## src/rtl/fan_ctrl_if.sv

```systemverilog
// Signal bundle between the fan controller, its software/tick sources and the PWM/tach block.
interface fan_ctrl_if;
  logic        tsc_1ppms;
  logic        fan_auto;
  logic [7:0]  fan_man_pct;
  logic [19:0] fan_tgt_uspr;
  logic [19:0] fan_uspr;
  logic [7:0]  fan_pct;
  logic        fan_stall;
  logic        fan_kick;

  modport master (
    output tsc_1ppms, fan_auto, fan_man_pct, fan_tgt_uspr, fan_uspr,
    input  fan_pct, fan_stall, fan_kick
  );

  modport slave (
    input  tsc_1ppms, fan_auto, fan_man_pct, fan_tgt_uspr, fan_uspr,
    output fan_pct, fan_stall, fan_kick
  );
endinterface

```

## src/rtl/fan_ctrl.sv

```systemverilog
// Closed-loop fan duty controller: integral step toward a tach-period setpoint,
// with manual override, stall detection and full-speed kick recovery.
module fan_ctrl #(
  parameter int unsigned UPDATE_MS   = 100,
  parameter int unsigned GAIN_SHIFT  = 6,
  parameter int unsigned MAX_STEP    = 16,
  parameter int unsigned DEADBAND    = 32,
  parameter logic [7:0]  MIN_PCT     = 8'h30,
  parameter int unsigned STALL_LIMIT = 3,
  parameter int unsigned KICK_MS     = 2000
) (
  input  logic       clk,
  input  logic       rst_n,
  fan_ctrl_if.slave  bus
);

  localparam int unsigned UW = 20;
  localparam int unsigned EW = UW + 1;
  localparam int unsigned PW = 8;
  localparam int unsigned IW = (UPDATE_MS > 1) ? $clog2(UPDATE_MS) : 1;
  localparam int unsigned KW = (KICK_MS > 1) ? $clog2(KICK_MS) : 1;
  localparam int unsigned SW = $clog2(STALL_LIMIT + 1);

  typedef enum logic [1:0] {S_IDLE, S_EVAL, S_STEP, S_KICK} state_t;

  state_t         state;
  logic [IW-1:0]  ms_cnt;
  logic [KW-1:0]  kick_cnt;
  logic [SW-1:0]  stall_cnt;
  logic [UW-1:0]  uspr_q;
  logic [UW-1:0]  tgt_q;
  logic [EW-1:0]  abs_err_q;
  logic           err_neg_q;
  logic [PW-1:0]  pct_q;
  logic           stall_q;
  logic           kick_q;

  logic           upd_c;
  logic [EW-1:0]  err_c;
  logic [EW-1:0]  abs_err_c;
  logic [EW-1:0]  step_raw_c;
  logic [PW-1:0]  step_c;
  logic [PW:0]    sum_c;
  logic [PW:0]    diff_c;
  logic [PW-1:0]  up_pct_c;
  logic [PW-1:0]  dn_pct_c;
  logic           stall_c;
  logic           valid_c;
  logic           change_c;
  logic [SW-1:0]  stall_nxt_c;

  assign upd_c = bus.tsc_1ppms && (ms_cnt == IW'(UPDATE_MS - 1));

  // Free-running update interval, independent of mode and state.
  always_ff @(posedge clk or negedge rst_n) begin
    if (!rst_n) begin
      ms_cnt <= '0;
    end else if (bus.tsc_1ppms) begin
      ms_cnt <= upd_c ? '0 : ms_cnt + IW'(1);
    end
  end

  // Error magnitude and bounded step from the latched sample.
  always_comb begin
    err_c       = {1'b0, uspr_q} - {1'b0, tgt_q};
    abs_err_c   = err_c[EW-1] ? (~err_c + EW'(1)) : err_c;
    step_raw_c  = abs_err_q >> GAIN_SHIFT;
    if (step_raw_c == '0) begin
      step_c = PW'(1);
    end else if (step_raw_c > EW'(MAX_STEP)) begin
      step_c = PW'(MAX_STEP);
    end else begin
      step_c = step_raw_c[PW-1:0];
    end
    sum_c       = {1'b0, pct_q} + {1'b0, step_c};
    diff_c      = {1'b0, pct_q} - {1'b0, step_c};
    up_pct_c    = sum_c[PW] ? 8'hFF : sum_c[PW-1:0];
    dn_pct_c    = (diff_c[PW] || (diff_c[PW-1:0] < MIN_PCT)) ? MIN_PCT : diff_c[PW-1:0];
    stall_c     = (uspr_q == 20'hFFFFF);
    valid_c     = (uspr_q != '0) && !stall_c;
    change_c    = valid_c && (tgt_q != '0) && (abs_err_q > EW'(DEADBAND));
    stall_nxt_c = (stall_cnt == SW'(STALL_LIMIT)) ? stall_cnt : stall_cnt + SW'(1);
  end

  // Control sequencer; manual mode overrides everything except the interval counter.
  always_ff @(posedge clk or negedge rst_n) begin
    if (!rst_n) begin
      state     <= S_IDLE;
      kick_cnt  <= '0;
      stall_cnt <= '0;
      uspr_q    <= '0;
      tgt_q     <= '0;
      abs_err_q <= '0;
      err_neg_q <= 1'b0;
      pct_q     <= 8'hFF;
      stall_q   <= 1'b0;
      kick_q    <= 1'b0;
    end else if (!bus.fan_auto) begin
      state  <= S_IDLE;
      pct_q  <= bus.fan_man_pct;
      kick_q <= 1'b0;
    end else begin
      case (state)
        S_IDLE: begin
          if (upd_c) begin
            uspr_q <= bus.fan_uspr;
            tgt_q  <= bus.fan_tgt_uspr;
            state  <= S_EVAL;
          end
        end
        S_EVAL: begin
          abs_err_q <= abs_err_c;
          err_neg_q <= err_c[EW-1];
          state     <= S_STEP;
          if (stall_c) begin
            stall_cnt <= stall_nxt_c;
            if (stall_nxt_c == SW'(STALL_LIMIT)) begin
              stall_q  <= 1'b1;
              pct_q    <= 8'hFF;
              kick_q   <= 1'b1;
              kick_cnt <= '0;
              state    <= S_KICK;
            end
          end
        end
        S_STEP: begin
          if (valid_c) begin
            stall_cnt <= '0;
            stall_q   <= 1'b0;
          end
          if (change_c) begin
            pct_q <= err_neg_q ? dn_pct_c : up_pct_c;
          end
          state <= S_IDLE;
        end
        S_KICK: begin
          pct_q <= 8'hFF;
          if (bus.tsc_1ppms) begin
            if (kick_cnt == KW'(KICK_MS - 1)) begin
              kick_q    <= 1'b0;
              stall_cnt <= '0;
              state     <= S_IDLE;
            end else begin
              kick_cnt <= kick_cnt + KW'(1);
            end
          end
        end
        default: state <= S_IDLE;
      endcase
    end
  end

  assign bus.fan_pct   = pct_q;
  assign bus.fan_stall = stall_q;
  assign bus.fan_kick  = kick_q;

endmodule

```

## src/flat_wrapper.sv

```systemverilog
// flat-port wrapper written by rule: the top's interface ports become plain ports
module fan_ctrl_flat 
#(
  parameter int unsigned UPDATE_MS   = 100,
  parameter int unsigned GAIN_SHIFT  = 6,
  parameter int unsigned MAX_STEP    = 16,
  parameter int unsigned DEADBAND    = 32,
  parameter logic [7:0]  MIN_PCT     = 8'h30,
  parameter int unsigned STALL_LIMIT = 3,
  parameter int unsigned KICK_MS     = 2000
)
  (clk, rst_n, bus_tsc_1ppms, bus_fan_auto, bus_fan_man_pct, bus_fan_tgt_uspr, bus_fan_uspr, bus_fan_pct, bus_fan_stall, bus_fan_kick);
  fan_ctrl_if bus_i ();
  input  logic clk;
  input  logic rst_n;
  input wire logic [$bits(bus_i.tsc_1ppms)-1:0] bus_tsc_1ppms;
  input wire logic [$bits(bus_i.fan_auto)-1:0] bus_fan_auto;
  input wire logic [$bits(bus_i.fan_man_pct)-1:0] bus_fan_man_pct;
  input wire logic [$bits(bus_i.fan_tgt_uspr)-1:0] bus_fan_tgt_uspr;
  input wire logic [$bits(bus_i.fan_uspr)-1:0] bus_fan_uspr;
  output wire logic [$bits(bus_i.fan_pct)-1:0] bus_fan_pct;
  output wire logic [$bits(bus_i.fan_stall)-1:0] bus_fan_stall;
  output wire logic [$bits(bus_i.fan_kick)-1:0] bus_fan_kick;
  assign bus_i.tsc_1ppms = bus_tsc_1ppms;
  assign bus_i.fan_auto = bus_fan_auto;
  assign bus_i.fan_man_pct = bus_fan_man_pct;
  assign bus_i.fan_tgt_uspr = bus_fan_tgt_uspr;
  assign bus_i.fan_uspr = bus_fan_uspr;
  assign bus_fan_pct = bus_i.fan_pct;
  assign bus_fan_stall = bus_i.fan_stall;
  assign bus_fan_kick = bus_i.fan_kick;
  fan_ctrl #(.UPDATE_MS(UPDATE_MS), .GAIN_SHIFT(GAIN_SHIFT), .MAX_STEP(MAX_STEP), .DEADBAND(DEADBAND), .MIN_PCT(MIN_PCT), .STALL_LIMIT(STALL_LIMIT), .KICK_MS(KICK_MS)) u_core (.clk(clk), .rst_n(rst_n), .bus(bus_i));
endmodule
```

## config.mk

```make
export PLATFORM = sky130hd
export DESIGN_NAME = fan_ctrl_flat
export DESIGN_NICKNAME = d
export VERILOG_FILES = /design/src/rtl/fan_ctrl_if.sv /design/src/rtl/fan_ctrl.sv /design/src/flat_wrapper.sv
export SDC_FILE = /design/constraint.sdc
export NUM_CORES = 1
export LEC_CHECK = 0
export BUFFER_PORTS_ARGS = -buffer_cell sky130_fd_sc_hd__buf_2
export CAP_MARGIN = 5
export CORE_UTILIZATION = 30
export CTS_CLUSTER_SIZE = 25
export DETAILED_ROUTE_END_ITERATION = 10
export GPL_ROUTABILITY_DRIVEN = 0
export HOLD_SLACK_MARGIN = 0.06
export PLACE_DENSITY_LB_ADDON = 0.3
export SYNTH_ARGS = -nofsm -noshare
export SYNTH_HDL_FRONTEND = slang
export SYNTH_SLANG_ARGS = --single-unit
```

## constraint.sdc

```tcl
create_clock -name clk -period 3.1 [get_ports clk]
set_clock_uncertainty 0.2 [all_clocks]
set_input_delay 0.93 -clock clk [delete_from_list [all_inputs] [get_ports clk]]
set_output_delay 0.93 -clock clk [all_outputs]
set_load 0.02 [all_outputs]
```

==> flow_summary.ini, run 1 <==
[die]
die_h_um = 149
io_pins = 62
dieArea_um2 = 22200
die_w_um = 149
core_area_um2 = 21100
initial_core_util_pct = 30.7
num_rows = 53

[synthesis]
synth_edf_count = 0
synth_top_flop_cell = dfrtp_1
async_flop_share_pct = 100
yosys-top-cells-area = dfrtp_1 (33%), ha_1 (8.1%), mux2_2 (7.6%)
syn-mean-instance-area_um2 = 9.11
synth_top_area_share_pct = 33.2
ys_ff_latch = 94
ys.warnings.count = 0
synth_cells = 711
yosysUniqueCellTypes = 70
syn-cell-area_um2 = 6480
synth_most_common_cell = dfrtp_1
yosys.area.top_type = dfrtp_1
seq_area_frac_synth_pct = 36.5
synthTopCellsByCount = dfrtp_1 (86), nand2_1 (62), a21oi_1 (46), mux2_2 (44)

[detailed_routing]
routed_wl_um = 15900
final_antenna_net_count = 0
viasPerCell = 4.80
drt-initial-drc-count = 200
wire_per_inst_um = 13.6
drtPass1Iterations = 4
drc = 0
num_vias = 5606

[timing]
tns_ps = -4150
timing.final.hold_violations = 0
fin_crit_sh_pct = 109
setup_slack_ps = -272
tightest_slew_ps = 586
grt_setup_unrepaired = true
fmax_mhz = 297
slew_headroom_pct = 60.4
drv_slew = 0
hold_ws_ps = 242
period_minus_slack_ps = 3370
setup_viol = 28

[global_routing]
met1_usage_pct = 20.4
met3_usage_pct = 2.69
grt_max_degree = 54
grt.met2_usage_pct = 23.4
grt_pass1_vias = 5527
gr-usage-all-layers_pct = 14.9
grt-ovfl-total = 0
antenna_found_initial = 0
grt.busiest_layer = met2
grt_pass1_wl_um = 26500

[cts]
clk_pin_slew_ps = 70
clockRootBuffer = clkbuf_16
cts_tree = yes
cts_buffers = 9
insertion_delay_ps = 350
clk_path_buf_depth = 2
h-tree-depth = 3
clock_sinks = 94
cts_hold_buf = 0

[power_and_ir_drop]
internal_power_uw = 2320
p_sw_uw = 796
ir_worst_vdd_v = 0.000289
power_per_cell_area_nw_per_um2 = 355
pwr-share-comb_pct = 15.7
clkPwrFrac_pct = 41.0
seqPwrFrac_pct = 43.3
switching_share_pct = 25.5
p_leak_uw = 0.00404

[finish]
fin_nets = 986
drive_gt1_share_pct = 37.5
fillerInstances = 2123
areaGrowthSynthToFinish_pct = 35.7
fin_area_um2 = 8790
diodes = 0

[critical_path]
endpoint_kind = flop
critPathMaxFanout = 3
critPathArrivalTime_ps = 3460
crit_type = flop to flop
required_ps = 3180
startpoint_type = flop

[place]
io_buffers = 61
dp_hpwl_um = 12100
place_area_um2 = 7910
pre_cts_slack_ps = -391

[hold_path]
hp-class = input pin to async pin

[status]
violations = setup timing
status = finished, violations left

[run]
maxCapViolCount = 0
## area by class of cell
class                      instances  area [um^2]  area share, %
clock buffer                      10          229           2.60
clock inverter                     6          111           1.27
timing repair buffer             185         1290           14.7
sequential                        94         2360           26.9
tap                              275          344           3.91
inverter                          45          169           1.92
multi-input combinational        554         4290           48.8
## flip-flops by register name (all words and copies together) (netlist names)
register / flops
u_core.ms_cnt: 7
u_core.bus.fan_pct: 8
u_core.bus.fan_stall: 1
u_core.state: 2
u_core.uspr_q: 20
u_core.stall_cnt: 2
u_core.abs_err_q: 21
u_core.bus.fan_kick: 1
u_core.tgt_q: 20
u_core.err_neg_q: 1
u_core.kick_cnt: 11
## per-layer routing
metal / routed length (um) / vias to the layer above
li1: - / 2927
met1: 7880 / 2576
met2: 7130 / 87
met3: 525 / 16
met4: 366 / 0
met5: 0 / -
## path summary, 6_finish.rpt
| kind | cells past startpoint | slack, ps | endpoint | startpoint |
|---|---|---|---|---|
| max reg2reg | 13 | -270 | u_core.abs_err_q[19]$_DFFE_PN0P_ | u_core.uspr_q[0]$_DFFE_PN0P_ |
| max | 13 | -270 | u_core.abs_err_q[19]$_DFFE_PN0P_ | u_core.uspr_q[0]$_DFFE_PN0P_ |
| min | 1 | 240 | u_core.tgt_q[14]$_DFFE_PN0P_ | rst_n |
| max in group asynchronous | 2 | 1850 | u_core.uspr_q[0]$_DFFE_PN0P_ | rst_n |
| min reg2reg | 2 | 290 | u_core.abs_err_q[13]$_DFFE_PN0P_ | u_core.abs_err_q[13]$_DFFE_PN0P_ |
| min in group clk | 2 | 290 | u_core.abs_err_q[13]$_DFFE_PN0P_ | u_core.abs_err_q[13]$_DFFE_PN0P_ |
## worst max-delay path, cell delays in order, from the launching register on
cell and delay, ps:
dfrtp_1 370, inv_1 60, ha_2 170, inv_2 40, fa_2 360, a211oi_4 300
o211ai_1 140, a311o_1 360, a31oi_4 250, xnor2_1 120, nor3_2 220, nand3_1 150
or4_1 480, nand3_1 90
## placed cells by master, fill, tap and decap left out, types with 6 or more instances in the layout
cell type,netlist,layout
buf_4,0,115
mux2_2,44,43
nor4_1,14,13
o211ai_1,6,6
nor3_1,19,15
a21oi_1,46,34
xnor2_1,31,29
buf_2,5,60
conb_1,2,7
nand2_1,62,59
dfrtp_1,86,86
a21oi_2,1,9
dfstp_2,8,8
buf_6,1,8
o21a_1,7,6
o21ai_0,40,23
nand3_1,20,18
nand2b_1,9,8
and3_1,8,8
inv_1,43,41
o21ai_2,1,9
nor2_1,43,36
o22ai_1,10,10
clkbuf_16,0,9
or3_1,9,8
xor2_1,22,21
ha_1,42,38
nand4_1,15,15
o21ai_1,13,22
a31oi_1,12,8
## cell families after synthesis
kind of cell / share of synthesized area [%]
AOI/OAI and AO/OA: 17.8
xor gates and xnor gates: 7.16
adders and majority gates: 9.04
buffers and inverters: 4.15
DFF: 36.5
muxes: 7.96
other: 0.116
and+or+nand+nor: 17.3
## per-stage QoR
stage	instances	utilization [%]	power (uW)
global placement	1137	37.5	1790
finish	1169	41.7	3120
floorplan	716	-	1620
detailed placement	1137	37.5	1790
global route	1169	41.7	3270
CTS	1163	40.3	3140
## power groups by stage
stage	combinational [uW]	sequential (uW)	clock (uW)
floorplan	245	1370	0
CTS	459	1350	1330
detailed placement	422	1370	0
finish	489	1350	1280
global placement	419	1370	0
global route	550	1360	1360
## timing repair
item	CTS	global route
pin swaps	41	48
cloned	0	0
gates resized for setup	44	62
endpoints found under the setup margin	28	29
buffers inserted	10	7
(Power assumes the default switching activity.)
==> run 2, diff against run 1 <==
CTS_BUF_LIST = sky130_fd_sc_hd__clkbuf_2 sky130_fd_sc_hd__clkbuf_4 sky130_fd_sc_hd__clkbuf_8   (was not set)
==> flow_summary.ini, run 2 (synthesis results as in run 1) <==
[die]
num_rows = 53
dieArea_um2 = 22200
die_h_um = 149
io_pins = 62
initial_core_util_pct = 30.7
die_w_um = 149
core_area_um2 = 21100

[finish]
layout_common_cells = buf_4 (118), dfrtp_1 (86), buf_2 (60)
largest_reg_flops = 21
fin_area_um2 = 8820
areaGrowthSynthToFinish_pct = 36.1
largestRegisters = u_core.abs_err_q x21, u_core.tgt_q x20, u_core.uspr_q x20
final_common_cell = buf_4
fin_nets = 989
largest_register = u_core.abs_err_q
diodes = 0
drive_gt1_share_pct = 38.9

[critical_path]
startpoint_type = flop
crit_chain = inv_1 -> ha_2 -> inv_2 -> fa_2 -> a211oi_4 -> o211ai_1 -> a311o_1 -> a31oi_4 -> xnor2_2 -> nor3_2 -> nand3_1 -> or4_1 -> nand3_1
required_ps = 3220
r2r_cells = 13
critPathMaxFanout = 3
critPathArrivalTime_ps = 3550
rrSetupSlack_ps = -340
crit_type = flop to flop
timing.rr.end = u_core.abs_err_q[19]$_DFFE_PN0P_
cp_slowest_cell = or4_1
endpoint_kind = flop
slowest_delay_ps = 490
crit_top_cell = nand3_1
reg2reg_from = u_core.uspr_q[0]$_DFFE_PN0P_

[status]
violations = setup timing
status = finished, violations left

[place]
place_area_um2 = 7910
pre_cts_slack_ps = -391
io_buffers = 61
dp_hpwl_um = 12100

[detailed_routing]
viasPerCell = 4.79
final_antenna_net_count = 0
drt-initial-drc-count = 203
drc = 0
routed_wl_um = 16200
drtPass1Iterations = 5
wire_per_inst_um = 13.8
num_vias = 5614

[timing]
slew_headroom_pct = 64.2
grt_setup_unrepaired = true
setup_viol = 28
timing.final.hold_violations = 0
drv_slew = 0
fmax_mhz = 291
setup_slack_ps = -335
period_minus_slack_ps = 3440
tightest_slew_ps = 537
fin_crit_sh_pct = 111
hold_ws_ps = 209

[global_routing]
grt_max_degree = 54
grt-ovfl-total = 0
antenna_found_initial = 0
grt_pass1_vias = 5477
grt_pass1_wl_um = 26400
gr-usage-all-layers_pct = 14.8

[power_and_ir_drop]
power_per_cell_area_nw_per_um2 = 325
clkPwrFrac_pct = 35.0
seqPwrFrac_pct = 47.2
internal_power_uw = 2090
p_sw_uw = 775
ir_worst_vdd_v = 0.000204
p_leak_uw = 0.00402
pwr-share-comb_pct = 17.8
switching_share_pct = 27.1

[cts]
cts_buffers = 9
cts_tree = yes
clock_sinks = 94
clk_pin_slew_ps = 90
clockRootBuffer = clkbuf_8
h-tree-depth = 3
clk_path_buf_depth = 2
insertion_delay_ps = 380
cts_hold_buf = 0

[hold_path]
hp-class = input pin to async pin

[run]
maxCapViolCount = 0
==> run 2: worst max-delay path by stage <==
stage	startpoint	endpoint	slack [ps]	cells past startpoint
detailed placement	u_core.abs_err_q[18]$_DFFE_PN0P_	u_core.bus.fan_pct[1]$_DFFE_PN1P_	-390	15
CTS	u_core.abs_err_q[12]$_DFFE_PN0P_	u_core.bus.fan_pct[4]$_DFFE_PN1P_	-240	16
finish	u_core.uspr_q[0]$_DFFE_PN0P_	u_core.abs_err_q[19]$_DFFE_PN0P_	-340	13
global route	u_core.abs_err_q[18]$_DFFE_PN0P_	u_core.bus.fan_pct[2]$_DFFE_PN1P_	-490	18
global placement	u_core.abs_err_q[18]$_DFFE_PN0P_	u_core.bus.fan_pct[1]$_DFFE_PN1P_	-340	15
floorplan	u_core.uspr_q[0]$_DFFE_PN0P_	u_core.abs_err_q[19]$_DFFE_PN0P_	-120	13
==> run 2: layout make-up <==
class	instances	area [um^2]
Inverter	45	169
Timing Repair Buffer	188	1310
Fill cell	2126	12300
Clock inverter	6	111
Multi-Input combinational cell	554	4390
Sequential cell	94	2360
Clock buffer	10	131
Tap cell	275	344
==> run 2: worst max-delay path, delay by kind of cell, from the launching register on <==
family	cells	cell delay, ps
buffers and inverters	2	100
AND/OR/NAND/NOR	4	970
adder cells (fa/ha/maj)	2	530
flip-flops	1	380
AO/OA/AOI/OAI	4	1100
XOR/XNOR	1	110
==> run 2: routing by layer <==
layer,vias up,global-route usage (%),share of wire [%]
met5,-,0,0
met4,0,5.36,2.3
met3,18,2.78,3.2
met2,95,23.0,45
met1,2573,20.4,50
li1,2928,-,-
==> run 2: through the flow <==
step	std cells	TNS, ps	util (%)	power [uW]
after floorplan	716	-264	-	1620
after global placement	1137	-4470	37.5	1790
after detailed placement	1137	-5350	37.5	1790
after CTS	1162	-3200	39.7	2850
after global routing	1172	-9810	41.8	3010
final	1172	-5400	41.8	2860
==> run 2: timing repair <==
| item | CTS | global route |
|---|---|---|
| pin swaps | 42 | 52 |
| endpoints found under the setup margin | 28 | 29 |
| gates resized for setup | 40 | 80 |
| gates cloned | 0 | 1 |
| setup buffers | 9 | 11 |
==> run 2: power groups by stage <==
stage / combinational [uW] / sequential (uW) / clock, uW
6_report: 510 / 1350 / 1000
5_1_grt: 568 / 1360 / 1090
3_5_place_dp: 422 / 1370 / 0
2_1_floorplan: 245 / 1370 / 0
4_1_cts: 455 / 1350 / 1040
3_3_place_gp: 419 / 1370 / 0
==> run 3, diff against run 2 <==
ABC_AREA = 1   (was not set)
==> flow_summary.ini, run 3 <==
[status]
status = completed

[finish]
largest_register = u_core.abs_err_q
drive_gt1_share_pct = 19.6
fin_nets = 1221
layout_common_cells = nand2_1 (261), inv_1 (143), nor2_1 (102)
diodes = 0
largestRegisters = u_core.abs_err_q x21, u_core.tgt_q x20, u_core.uspr_q x20
final_common_cell = nand2_1
areaGrowthSynthToFinish_pct = 19.2
largest_reg_flops = 21

[timing]
tightest_slew_ps = 665
timing.final.hold_violations = 0
grt_setup_unrepaired = true
period_minus_slack_ps = 3070
drv_slew = 0
setup_viol = 0
setup_slack_ps = 31.5
fin_crit_sh_pct = 99.0
fmax_mhz = 326
slew_headroom_pct = 55.7
tns_ps = 0

[synthesis]
ys.warnings.count = 0
synth_top_flop_cell = dfrtp_1
synth_top_area_share_pct = 30.0
synth_edf_count = 0
syn-mean-instance-area_um2 = 6.93
yosys-top-cells-area = dfrtp_1 (30%), nand2_1 (14%), inv_1 (7.8%)
async_flop_share_pct = 100
yosysUniqueCellTypes = 51
ys_ff_latch = 94
synth_most_common_cell = nand2_1
synth_cells = 1035
synthTopCellsByCount = nand2_1 (272), inv_1 (149), nor2_1 (108), dfrtp_1 (86), nand3_1 (75)
yosys.area.top_type = dfrtp_1
seq_area_frac_synth_pct = 32.9
syn-cell-area_um2 = 7170

[die]
io_pins = 62
die_h_um = 157
initial_core_util_pct = 30.6
dieArea_um2 = 24500
num_rows = 56
die_w_um = 157
core_area_um2 = 23500

[global_routing]
grt-ovfl-total = 0
grt_max_degree = 69
grt_pass1_vias = 6211
grt_pass1_wl_um = 29400
antenna_found_initial = 0
gr-usage-all-layers_pct = 14.9

[critical_path]
timing.rr.end = u_core.bus.fan_pct[6]$_DFFE_PN1P_
required_ps = 3230
critPathArrivalTime_ps = 3200
cp-startpoint = u_core.abs_err_q[7]$_DFFE_PN0P_
r2r_cells = 22
startpoint_type = flop
rrSetupSlack_ps = 30
endpoint_kind = flop
reg2reg_from = u_core.abs_err_q[7]$_DFFE_PN0P_
critPathMaxFanout = 6
crit_type = flop to flop
crit_path_end = u_core.bus.fan_pct[6]$_DFFE_PN1P_

[detailed_routing]
final_antenna_net_count = 0
routed_wl_um = 17800
num_vias = 6658
viasPerCell = 4.60
wire_per_inst_um = 12.3
drt-initial-drc-count = 316
drc = 0
drtPass1Iterations = 5

[cts]
cts_buffers = 9
cts_tree = yes
h-tree-depth = 3
insertion_delay_ps = 390
clk_path_buf_depth = 2
clock_sinks = 94
clk_pin_slew_ps = 100
clockRootBuffer = clkbuf_8

[power_and_ir_drop]
p_total_uw = 8080
pwr-share-comb_pct = 61.1
seqPwrFrac_pct = 26.6
internal_power_uw = 4030
ir_worst_vdd_v = 0.000407
power_per_cell_area_nw_per_um2 = 945
switching_share_pct = 50.2
p_leak_uw = 0.00454
clkPwrFrac_pct = 12.3
p_sw_uw = 4050

[place]
pre_cts_slack_ps = -115
dp_hpwl_um = 13900
io_buffers = 61

[run]
maxCapViolCount = 0

[hold_path]
hp-class = input pin to async pin
==> run 3: what timing repair did <==
| item | in CTS | in global routing |
|---|---|---|
| setup buffers | 0 | 9 |
| gates resized for setup | 11 | 58 |
| cloned | 0 | 0 |
| pin swaps | 2 | 29 |
| endpoints found under the setup margin | 8 | 17 |
| hold buffers | 0 | 0 |
==> run 3: layer usage <==
layer,wire [um],vias up,GRT usage [%]
li1,-,3545,-
met4,296,0,3.87
met3,443,18,2.60
met2,8110,115,24.8
met1,8900,2980,19.9
met5,0,-,0
==> run 3: worst min path at each step <==
stage,to,slack (ps),from
after floorplan,u_core.abs_err_q[14]$_DFFE_PN0P_,240,u_core.abs_err_q[14]$_DFFE_PN0P_
after global placement,u_core.abs_err_q[15]$_DFFE_PN0P_,260,u_core.abs_err_q[15]$_DFFE_PN0P_
after detailed placement,u_core.abs_err_q[14]$_DFFE_PN0P_,260,u_core.abs_err_q[14]$_DFFE_PN0P_
after CTS,u_core.kick_cnt[0]$_DFFE_PN0P_,160,rst_n
after global routing,u_core.kick_cnt[0]$_DFFE_PN0P_,160,rst_n
final,u_core.kick_cnt[0]$_DFFE_PN0P_,180,rst_n
==> run 3: cell families (layout without fill, tap and decap cells) <==
logic type                 after synthesis  after routing  share of synthesized area [%]
AOI/OAI and AO/OA                      132            132                           10.2
and+or+nand+nor                        561            561                           35.4
other                                    2              7                          0.105
xor gates and xnor gates                14             14                           1.71
buffers and inverters                  175            264                           9.56
adders and majority gates               45             45                           8.16
muxes                                   12             12                           1.88
DFF                                     94             94                           32.9
==> run 3: through the flow <==
| step | hold WS [ps] | utilization (%) | cells | area [um^2] |
|---|---|---|---|---|
| 2_1_floorplan | 241 | - | 1040 | 7190 |
| 3_3_place_gp | 260 | 34.0 | 1423 | 7980 |
| 3_5_place_dp | 262 | 34.0 | 1423 | 7980 |
| 4_1_cts | 155 | 35.2 | 1439 | 8260 |
| 5_1_grt | 158 | 36.4 | 1448 | 8550 |
| 6_report | 177 | 36.4 | 1448 | 8550 |
==> run 3: final cells by class <==
| type | count | area [um^2] |
|---|---|---|
| fillers | 2563 | 14900 |
| multi-input cells | 771 | 4400 |
| flip-flops and latches | 94 | 2360 |
| inverters | 155 | 587 |
| repair buffers | 93 | 564 |
| well taps | 319 | 399 |
| clock buffers | 10 | 138 |
| clock inverters | 6 | 100 |
==> run 3: worst max-delay path, cell delays in order (launching register included) <==
cell	delay (ps)
dfrtp_1	390
nor2_1	100
inv_1	60
nor2_2	140
inv_2	50
a211oi_2	200
and2_4	180
buf_4	120
nand2_4	70
ha_4	280
nand3b_1	120
nand2_1	100
nand2_2	70
o21ai_2	140
xor2_1	170
nand2_1	90
nand3_2	90
nand2_4	80
nor2_2	120
nand2_1	50
nand2_1	80
nand2_1	50
nand2_1	60
==> run 3: power by group through the flow <==
stage	clock [uW]	combinational, uW	sequential [uW]
final	995	4940	2150
after global routing	1080	5620	2220
after CTS	1040	4610	2130
after floorplan	0	3460	2090
after global placement	0	4510	2140
after detailed placement	0	4560	2150
